`src/rtl/ex_memory_access_unit.sv`:
```
// Execute-stage memory access unit: loads, stores, LR/SC and AMO read-modify-write
// over a valid/ready data port, with ID/EX stall generation and an LR/SC reservation.
module ex_memory_access_unit #(
    parameter int ADDR_WIDTH = 32,
    parameter int DATA_WIDTH = 32
) (
    input  logic                  clock,
    input  logic                  reset,
    input  logic                  ex_mem_read,
    input  logic                  ex_mem_write,
    input  logic [2:0]            ex_mem_op_length,
    input  logic [4:0]            ex_atomic_op,
    input  logic [ADDR_WIDTH-1:0] ex_address,
    input  logic [DATA_WIDTH-1:0] ex_store_data,
    output logic                  stall,
    output logic                  result_valid,
    output logic [DATA_WIDTH-1:0] result_data,
    output logic                  misaligned,
    output logic                  mem_req_valid,
    input  logic                  mem_req_ready,
    output logic                  mem_req_write,
    output logic [ADDR_WIDTH-1:0] mem_req_address,
    output logic [DATA_WIDTH-1:0] mem_req_wdata,
    output logic [3:0]            mem_req_wstrb,
    input  logic                  mem_resp_valid,
    input  logic [DATA_WIDTH-1:0] mem_resp_rdata
);

    localparam logic [4:0] ATOMIC_NO_OP = 5'd0;
    localparam logic [4:0] ATOMIC_LR    = 5'd1;
    localparam logic [4:0] ATOMIC_SC    = 5'd2;
    localparam logic [4:0] ATOMIC_SWAP  = 5'd3;
    localparam logic [4:0] ATOMIC_ADD   = 5'd4;
    localparam logic [4:0] ATOMIC_XOR   = 5'd5;
    localparam logic [4:0] ATOMIC_AND   = 5'd6;
    localparam logic [4:0] ATOMIC_OR    = 5'd7;
    localparam logic [4:0] ATOMIC_MIN   = 5'd8;
    localparam logic [4:0] ATOMIC_MAX   = 5'd9;
    localparam logic [4:0] ATOMIC_MINU  = 5'd10;
    localparam logic [4:0] ATOMIC_MAXU  = 5'd11;

    localparam logic [1:0] LEN_BYTE = 2'd0;
    localparam logic [1:0] LEN_HALF = 2'd1;

    typedef enum logic [2:0] {
        IDLE, READ_REQ, READ_WAIT, WRITE_REQ, WRITE_WAIT, DONE
    } state_t;

    function automatic logic [31:0] load_extract(input logic [31:0] word,
                                                 input logic [1:0]  lane,
                                                 input logic [2:0]  len);
        logic [7:0]  b;
        logic [15:0] h;
        logic [31:0] r;
        case (lane)
            2'd0:    b = word[7:0];
            2'd1:    b = word[15:8];
            2'd2:    b = word[23:16];
            default: b = word[31:24];
        endcase
        h = lane[1] ? word[31:16] : word[15:0];
        case (len[1:0])
            LEN_BYTE: r = len[2] ? {24'd0, b} : {{24{b[7]}}, b};
            LEN_HALF: r = len[2] ? {16'd0, h} : {{16{h[15]}}, h};
            default:  r = word;
        endcase
        return r;
    endfunction

    function automatic logic [31:0] store_lanes(input logic [31:0] src, input logic [1:0] len);
        logic [31:0] r;
        case (len)
            LEN_BYTE: r = {4{src[7:0]}};
            LEN_HALF: r = {2{src[15:0]}};
            default:  r = src;
        endcase
        return r;
    endfunction

    function automatic logic [3:0] store_strobe(input logic [1:0] lane, input logic [1:0] len);
        logic [3:0] r;
        case (len)
            LEN_BYTE: r = 4'b0001 << lane;
            LEN_HALF: r = 4'b0011 << lane;
            default:  r = 4'b1111;
        endcase
        return r;
    endfunction

    function automatic logic [31:0] amo_calc(input logic [4:0]  op,
                                             input logic [31:0] old,
                                             input logic [31:0] src);
        logic signed [31:0] old_s;
        logic signed [31:0] src_s;
        logic        [31:0] r;
        old_s = old;
        src_s = src;
        case (op)
            ATOMIC_SWAP: r = src;
            ATOMIC_ADD:  r = old + src;
            ATOMIC_XOR:  r = old ^ src;
            ATOMIC_AND:  r = old & src;
            ATOMIC_OR:   r = old | src;
            ATOMIC_MIN:  r = (old_s < src_s) ? old : src;
            ATOMIC_MAX:  r = (old_s > src_s) ? old : src;
            ATOMIC_MINU: r = (old < src) ? old : src;
            ATOMIC_MAXU: r = (old > src) ? old : src;
            default:     r = src;
        endcase
        return r;
    endfunction

    state_t state;
    state_t next_state;

    logic                  req;
    logic                  atom_in;
    logic                  lr_in;
    logic                  sc_in;
    logic                  amo_in;
    logic                  mis_in;
    logic                  resv_hit;
    logic                  amo_q;

    logic [ADDR_WIDTH-1:0] addr_q;
    logic [DATA_WIDTH-1:0] src_q;
    logic [2:0]            len_q;
    logic [4:0]            atom_q;
    logic                  fault_q;
    logic [DATA_WIDTH-1:0] result_q;
    logic [DATA_WIDTH-1:0] wdata_q;
    logic [3:0]            wstrb_q;
    logic                  resv_valid;
    logic [ADDR_WIDTH-3:0] resv_addr;

    assign atom_in  = (ex_atomic_op != ATOMIC_NO_OP);
    assign lr_in    = (ex_atomic_op == ATOMIC_LR);
    assign sc_in    = (ex_atomic_op == ATOMIC_SC);
    assign amo_in   = atom_in && !lr_in && !sc_in;
    assign req      = ex_mem_read || ex_mem_write || atom_in;
    assign resv_hit = resv_valid && (resv_addr == ex_address[ADDR_WIDTH-1:2]);
    assign amo_q    = (atom_q != ATOMIC_NO_OP) && (atom_q != ATOMIC_LR) && (atom_q != ATOMIC_SC);

    // Atomics are always word-sized, whatever op_length says.
    always_comb begin
        mis_in = 1'b0;
        if (atom_in)
            mis_in = (ex_address[1:0] != 2'b00);
        else if (ex_mem_op_length[1:0] == LEN_HALF)
            mis_in = ex_address[0];
        else if (ex_mem_op_length[1:0] != LEN_BYTE)
            mis_in = (ex_address[1:0] != 2'b00);
    end

    always_ff @(posedge clock or negedge reset) begin
        if (!reset)
            state <= IDLE;
        else
            state <= next_state;
    end

    always_comb begin
        next_state    = state;
        stall         = 1'b0;
        result_valid  = 1'b0;
        misaligned    = 1'b0;
        mem_req_valid = 1'b0;
        mem_req_write = 1'b0;
        case (state)
            IDLE: begin
                if (req) begin
                    stall = 1'b1;
                    if (mis_in)
                        next_state = DONE;
                    else if (lr_in || amo_in)
                        next_state = READ_REQ;
                    else if (sc_in)
                        next_state = resv_hit ? WRITE_REQ : DONE;
                    else if (ex_mem_write)
                        next_state = WRITE_REQ;
                    else
                        next_state = READ_REQ;
                end
            end
            READ_REQ: begin
                stall         = 1'b1;
                mem_req_valid = 1'b1;
                if (mem_req_ready)
                    next_state = READ_WAIT;
            end
            READ_WAIT: begin
                stall = 1'b1;
                if (mem_resp_valid)
                    next_state = amo_q ? WRITE_REQ : DONE;
            end
            WRITE_REQ: begin
                stall         = 1'b1;
                mem_req_valid = 1'b1;
                mem_req_write = 1'b1;
                if (mem_req_ready)
                    next_state = WRITE_WAIT;
            end
            WRITE_WAIT: begin
                stall      = 1'b1;
                next_state = DONE;
            end
            DONE: begin
                result_valid = 1'b1;
                misaligned   = fault_q;
                next_state   = IDLE;
            end
            default: next_state = IDLE;
        endcase
        // A pending request in IDLE must not stall while reset is held.
        if (!reset)
            stall = 1'b0;
    end

    assign mem_req_address = mem_req_valid ? {addr_q[ADDR_WIDTH-1:2], 2'b00} : '0;
    assign mem_req_wdata   = mem_req_write ? wdata_q : '0;
    assign mem_req_wstrb   = mem_req_write ? wstrb_q : 4'b0000;
    assign result_data     = result_valid ? result_q : '0;

    always_ff @(posedge clock or negedge reset) begin
        if (!reset) begin
            addr_q     <= '0;
            src_q      <= '0;
            len_q      <= 3'd0;
            atom_q     <= ATOMIC_NO_OP;
            fault_q    <= 1'b0;
            result_q   <= '0;
            wdata_q    <= '0;
            wstrb_q    <= 4'b0000;
            resv_valid <= 1'b0;
            resv_addr  <= '0;
        end else begin
            case (state)
                IDLE: begin
                    if (req) begin
                        addr_q   <= ex_address;
                        src_q    <= ex_store_data;
                        len_q    <= ex_mem_op_length;
                        atom_q   <= ex_atomic_op;
                        fault_q  <= mis_in;
                        result_q <= '0;
                        wdata_q  <= atom_in ? ex_store_data
                                            : store_lanes(ex_store_data, ex_mem_op_length[1:0]);
                        wstrb_q  <= atom_in ? 4'b1111
                                            : store_strobe(ex_address[1:0], ex_mem_op_length[1:0]);
                        if (!mis_in) begin
                            if (sc_in) begin
                                result_q   <= {{(DATA_WIDTH-1){1'b0}}, !resv_hit};
                                resv_valid <= 1'b0;
                            end else if ((amo_in || (!atom_in && ex_mem_write)) && resv_hit) begin
                                resv_valid <= 1'b0;
                            end
                        end
                    end
                end
                READ_WAIT: begin
                    if (mem_resp_valid) begin
                        result_q <= (atom_q == ATOMIC_NO_OP)
                                    ? load_extract(mem_resp_rdata, addr_q[1:0], len_q)
                                    : mem_resp_rdata;
                        if (amo_q)
                            wdata_q <= amo_calc(atom_q, mem_resp_rdata, src_q);
                        if (atom_q == ATOMIC_LR) begin
                            resv_valid <= 1'b1;
                            resv_addr  <= addr_q[ADDR_WIDTH-1:2];
                        end
                    end
                end
                default: ;
            endcase
        end
    end

endmodule

```
`config.mk`:
```
export PLATFORM = sky130hd
export DESIGN_NAME = ex_memory_access_unit
export DESIGN_NICKNAME = d
export VERILOG_FILES = /design/src/rtl/ex_memory_access_unit.sv
export SDC_FILE = /design/constraint.sdc
export NUM_CORES = 1
export LEC_CHECK = 0
export BUFFER_PORTS_ARGS = -buffer_cell sky130_fd_sc_hd__buf_4
export CAP_MARGIN = 20
export CORE_MARGIN = 5
export CORE_UTILIZATION = 50
export CTS_CLUSTER_SIZE = 8
export DETAILED_ROUTE_END_ITERATION = 10
export HOLD_SLACK_MARGIN = 0.08
export PLACE_DENSITY = 0.74
export SETUP_SLACK_MARGIN = 0.05
export SYNTH_ARGS = -nofsm -noshare
export SYNTH_HDL_FRONTEND = slang
export SYNTH_SLANG_ARGS = --single-unit
```
`constraint.sdc`:
```
create_clock -name clock -period 2.75 [get_ports clock]
set_input_delay 0.55 -clock clock [delete_from_list [all_inputs] [get_ports clock]]
set_output_delay 0.55 -clock clock [all_outputs]
set_load 0.02 [all_outputs]
```
==> results.txt <==
The post-place setup slack is -0.784 ns. The highest layer touched by signal routing is met4. The register clock-pin slew on the reported worst setup and hold paths is 0.08 ns. The worst register-to-register path begins at src_q[21]. The number of nets in the finished design came out at 2422. The final setup TNS is -9.68 ns. The number of enable-type register cells in the synthesized netlist came out at 0. The number of standard cells in the layout, taps in and fillers out is 2612. The count of buffers added on input and output ports is 212.

The number of distinct library cells after synthesis came out at 91. STA classifies the critical path startpoint as a register. The final hold slack came out at 0.286 ns. The number of buffers and inverters on the critical path came out at 4.

Cells with a size suffix above 1 make up 39.0% of the layout. Counting flops with an async set or reset pin after synthesis yields a share of 100%. The clock tree from TritonCTS is yes. The warning count from the yosys run came out at 0. The aggregate global-route resource usage is 40.1%. The maximum number of pins on one net before global-route repair is 94. The maximum single-stage delay on the critical path is 0.48 ns. The final max-slew violation count came out at 0. The initial standard-cell utilization of the core came out at 50.7%. The residual overflow from global routing is 0. The number of instances in the synthesized netlist came out at 1724. Before antenna repair, the detailed router went through 6 iterations. Wires add up to 68400 µm.

The floorplan step set the die width to 181 µm. The area of the core region came out at 28700 µm². In this run the power spent charging and discharging nets is 11.5 mW. Measured against its own limit, the worst slew margin works out to 25.0%.

The data required time of the critical path is 3.10 ns. After synthesis, the cell types taking the most area are dfrtp_1, ha_1, mux2_2, a21oi_1, nand2_1. The maximum clock frequency came out at 0.315 GHz. The family of cells with the greatest summed delay on the critical path is compound AO/OA/AOI/OAI gates. The number of fill cells came out at 2243. The utilization after layout is 72.1%. Summed over all nets, wire length on met2 after detailed routing comes to 30500 µm. The number of antenna violations at the first check in global routing is 0. The min-delay analysis places its worst path in the category input pin to register.

The share of the clock period used by the worst path came out at 115%. The buffer type at the clock tree root is clkbuf_16. The number of core rows came out at 62.

The TritonCTS sink count is 175. Along the worst path, the maximum fanout reaches 5. The worst setup path is of the register to register kind. The instance count after placement with tap cells included came out at 2541. In this run the worst setup path terminates at wdata_q[18]. STA puts the critical path data arrival time at 3.53 ns. Setup repair after global routing could not meet its margin everywhere. The most numerous cell type found on the critical path is buf_4. Walking the worst path, the cells encountered are inv_1 > ha_4 > nor2b_4 > o211ai_1 > a21oi_2 > nor4_4 > buf_4 > o21ai_4 > a2bb2oi_4 > nand4_4 > buf_12 > buf_4 > a221oi_4 > a21oi_1. The most used standard cell by instance count after synthesis is dfrtp_1. The critical path runs through a total of 14 cells. The standby leakage power came out at 9.73 nW. The first-pass GRT wire length is 100000 µm. The power density normalized to cell area came out at 1160 nW/µm².

The number of design-rule violations left by the first detailed-router iteration is 2271. Summing the sequential cell areas from Yosys gives 30.1% of the chip area. 215 I/O pins were placed.

The layout-stage area growth over the synthesis result came out at 42.3%. The area enclosed by the die boundary is 32600 µm². The slew at the pin closest to its max-slew limit came out at 1.12 ns. The number of endpoints with negative hold slack in the final report is 0.

The weighted congestion reported at the end of routability-driven placement came out at 1.03. The final worst-path setup slack came out at -0.424 ns. The worst register-to-register path has a setup slack of -0.42 ns. The post-synthesis average cell area came out at 8.43 µm². The maximum level of the CTS H-tree is 4. The detail route stage leaves a number of antenna-violating nets equal to 0. The routed metal-1 wirelength is 26900 µm.

On the critical path, the stage with the largest delay is an instance of nor4_4. The detail-routed via count per cell is 6.38. The flow ran to the end, but the final reports show violations.

TritonCTS created 17 clock buffers. The later pin in the worst-skew pair is clocked with a latency of 0.47 ns. The commonest cells after synthesis are dfrtp_1, nand2_1, a21oi_1, nor2_1, o21ai_0. The post-route standard cell area excluding fillers came out at 20700 µm². Summed over all instances, the cell type with the most area after synthesis is dfrtp_1. The height of the chip came out at 181 µm. The checks that failed: setup timing. Per report_power, the sequential group accounts for 19.4% of the total. The total via count after detailed routing came out at 16700.

The post-detailed-route wirelength per cell came out at 26.2 µm. In this run the critical register-to-register path is captured at wdata_q[18]. The maximum root-to-sink buffer count came out at 2. The post-DP HPWL came out at 50700 µm. Across the run, the number of max-cap violations was 0. The flip-flop and latch count after synthesis came out at 175. On the final layout, the worst clock skew is 0.0111 ns. The number of global-route vias before repair came out at 16100. The fraction of power spent switching nets is 48.0%.

The share of the synthesized area in the top cell type is 30.1%. The number of antenna diodes came out at 0. The most critical setup path has its startpoint at src_q[21]. STA classifies the critical path endpoint as a register. The placed cell area came out at 19100 µm². The internal portion of total power came out at 12.4 mW.

Across the VDD grid, the largest voltage drop is 0.746 mV. The clock period minus final worst setup slack is 3.17 ns. The completed layout was analyzed and its total power is 23.9 mW. Wire segments on met3 add up to 6950 µm in the final route.

The synthesized netlist occupies a cell area of 14500 µm². In the synthesized netlist the dominant register cell turns out to be dfrtp_1. The logic gate share of total power came out at 69.2%. In the routed design, unresolved DRC markers number 0. The path depth of the worst reg2reg path came out at 14. The part of the power in the clock network came out at 11.4%. The count of endpoints failing setup in the final report is 32.
-- flip-flops by register name, indices dropped and copies added (netlist names) --
name,count
addr_q,32
result_q,32
src_q,32
len_q,3
state,3
resv_addr,30
wdata_q,32
resv_valid,1
atom_q,5
wstrb_q,4
fault_q,1
-- worst register-to-register path, delay by kind of cell (launching register included) --
kind	cells	cell delay, ns
AOI/OAI and AO/OA	6	1.00
adders and majority gates	1	0.31
buffers and inverters	4	0.66
DFF	1	0.38
and+or+nand+nor	3	0.70
-- repair_timing --
item | CTS | global route
pin swaps | 24 | 52
resized for setup | 47 | 80
gates cloned | 1 | 0
hold buffers | 1 | 0
buffers inserted | 18 | 23
hold endpoints to repair | 22 | 0
endpoints found under the setup margin | 44 | 69
-- cells in the final DEF, fill, tap and decap left out, drive strengths merged, types with 4 or more instances in the layout --
cell type    n
buf        600
dfrtp      175
nand2      174
a21oi      160
o21ai      113
nor2       109
ha          96
inv         90
mux2        76
and2        70
o22ai       47
and3        42
nor3        37
xor2        34
mux2i       30
nor4        26
nand3       25
o211ai      24
a21o        23
a22oi       23
a221oi      23
clkbuf      20
xnor2       18
a211oi      17
a31oi       16
nand4       13
o221ai      12
nand2b      11
nor2b       11
o21bai      11
or3          9
a2111oi      9
mux4         7
o31ai        7
a311oi       6
o2111ai      6
a22o         4
and4         4
-- layer usage --
metal | GRT usage (%) | vias up
li1 | - | 7193
met2 | 62.2 | 1166
met3 | 7.97 | 249
met1 | 53.2 | 8068
met4 | 20.8 | 0
met5 | 0 | -
-- how the worst min path moves through the flow --
stage	startpoint	end	slack (ns)	cells past startpoint
after floorplan	reset	addr_q[0]	0.25	0
after global placement	reset	addr_q[4]	0.43	1
after detailed placement	reset	resv_addr[8]	0.43	1
after CTS	mem_req_ready	state[0]	0.29	2
after global routing	mem_req_ready	state[0]	0.30	2
final	mem_req_ready	state[0]	0.29	2
-- cell type report --
cell class	count	area [µm²]	share of cell area [%]
sequential	175	4380	21.2
inverter	84	349	1.69
multi-input combinational	1336	10100	48.7
tap	384	480	2.32
clock inverter	12	164	0.792
timing repair buffer	601	4790	23.1
clock buffer	20	457	2.21
-- power by group through the flow --
stage               registers (mW)  logic, mW  clock network, mW
finish                        4.64       16.5               2.72
detailed placement            4.60       14.8                  0
floorplan                     4.38       8.59                  0
global route                  4.75       17.4               2.82
global placement              4.53       14.6                  0
CTS                           4.59       15.4               2.71
-- cell families (layout without fill, tap and decap cells) --
| logic type | after synthesis | after routing | synth area share (%) |
|---|---|---|---|
| compound gates | 524 | 524 | 23.7 |
| xor+xnor | 52 | 52 | 3.13 |
| fa+ha+maj | 97 | 97 | 8.40 |
| buf+inv | 214 | 717 | 6.17 |
| flops | 175 | 175 | 30.1 |
| mux | 113 | 113 | 9.06 |
| other cells | 1 | 2 | 0.0258 |
| simple gates | 548 | 548 | 19.4 |
(Power assumes the default switching activity.)
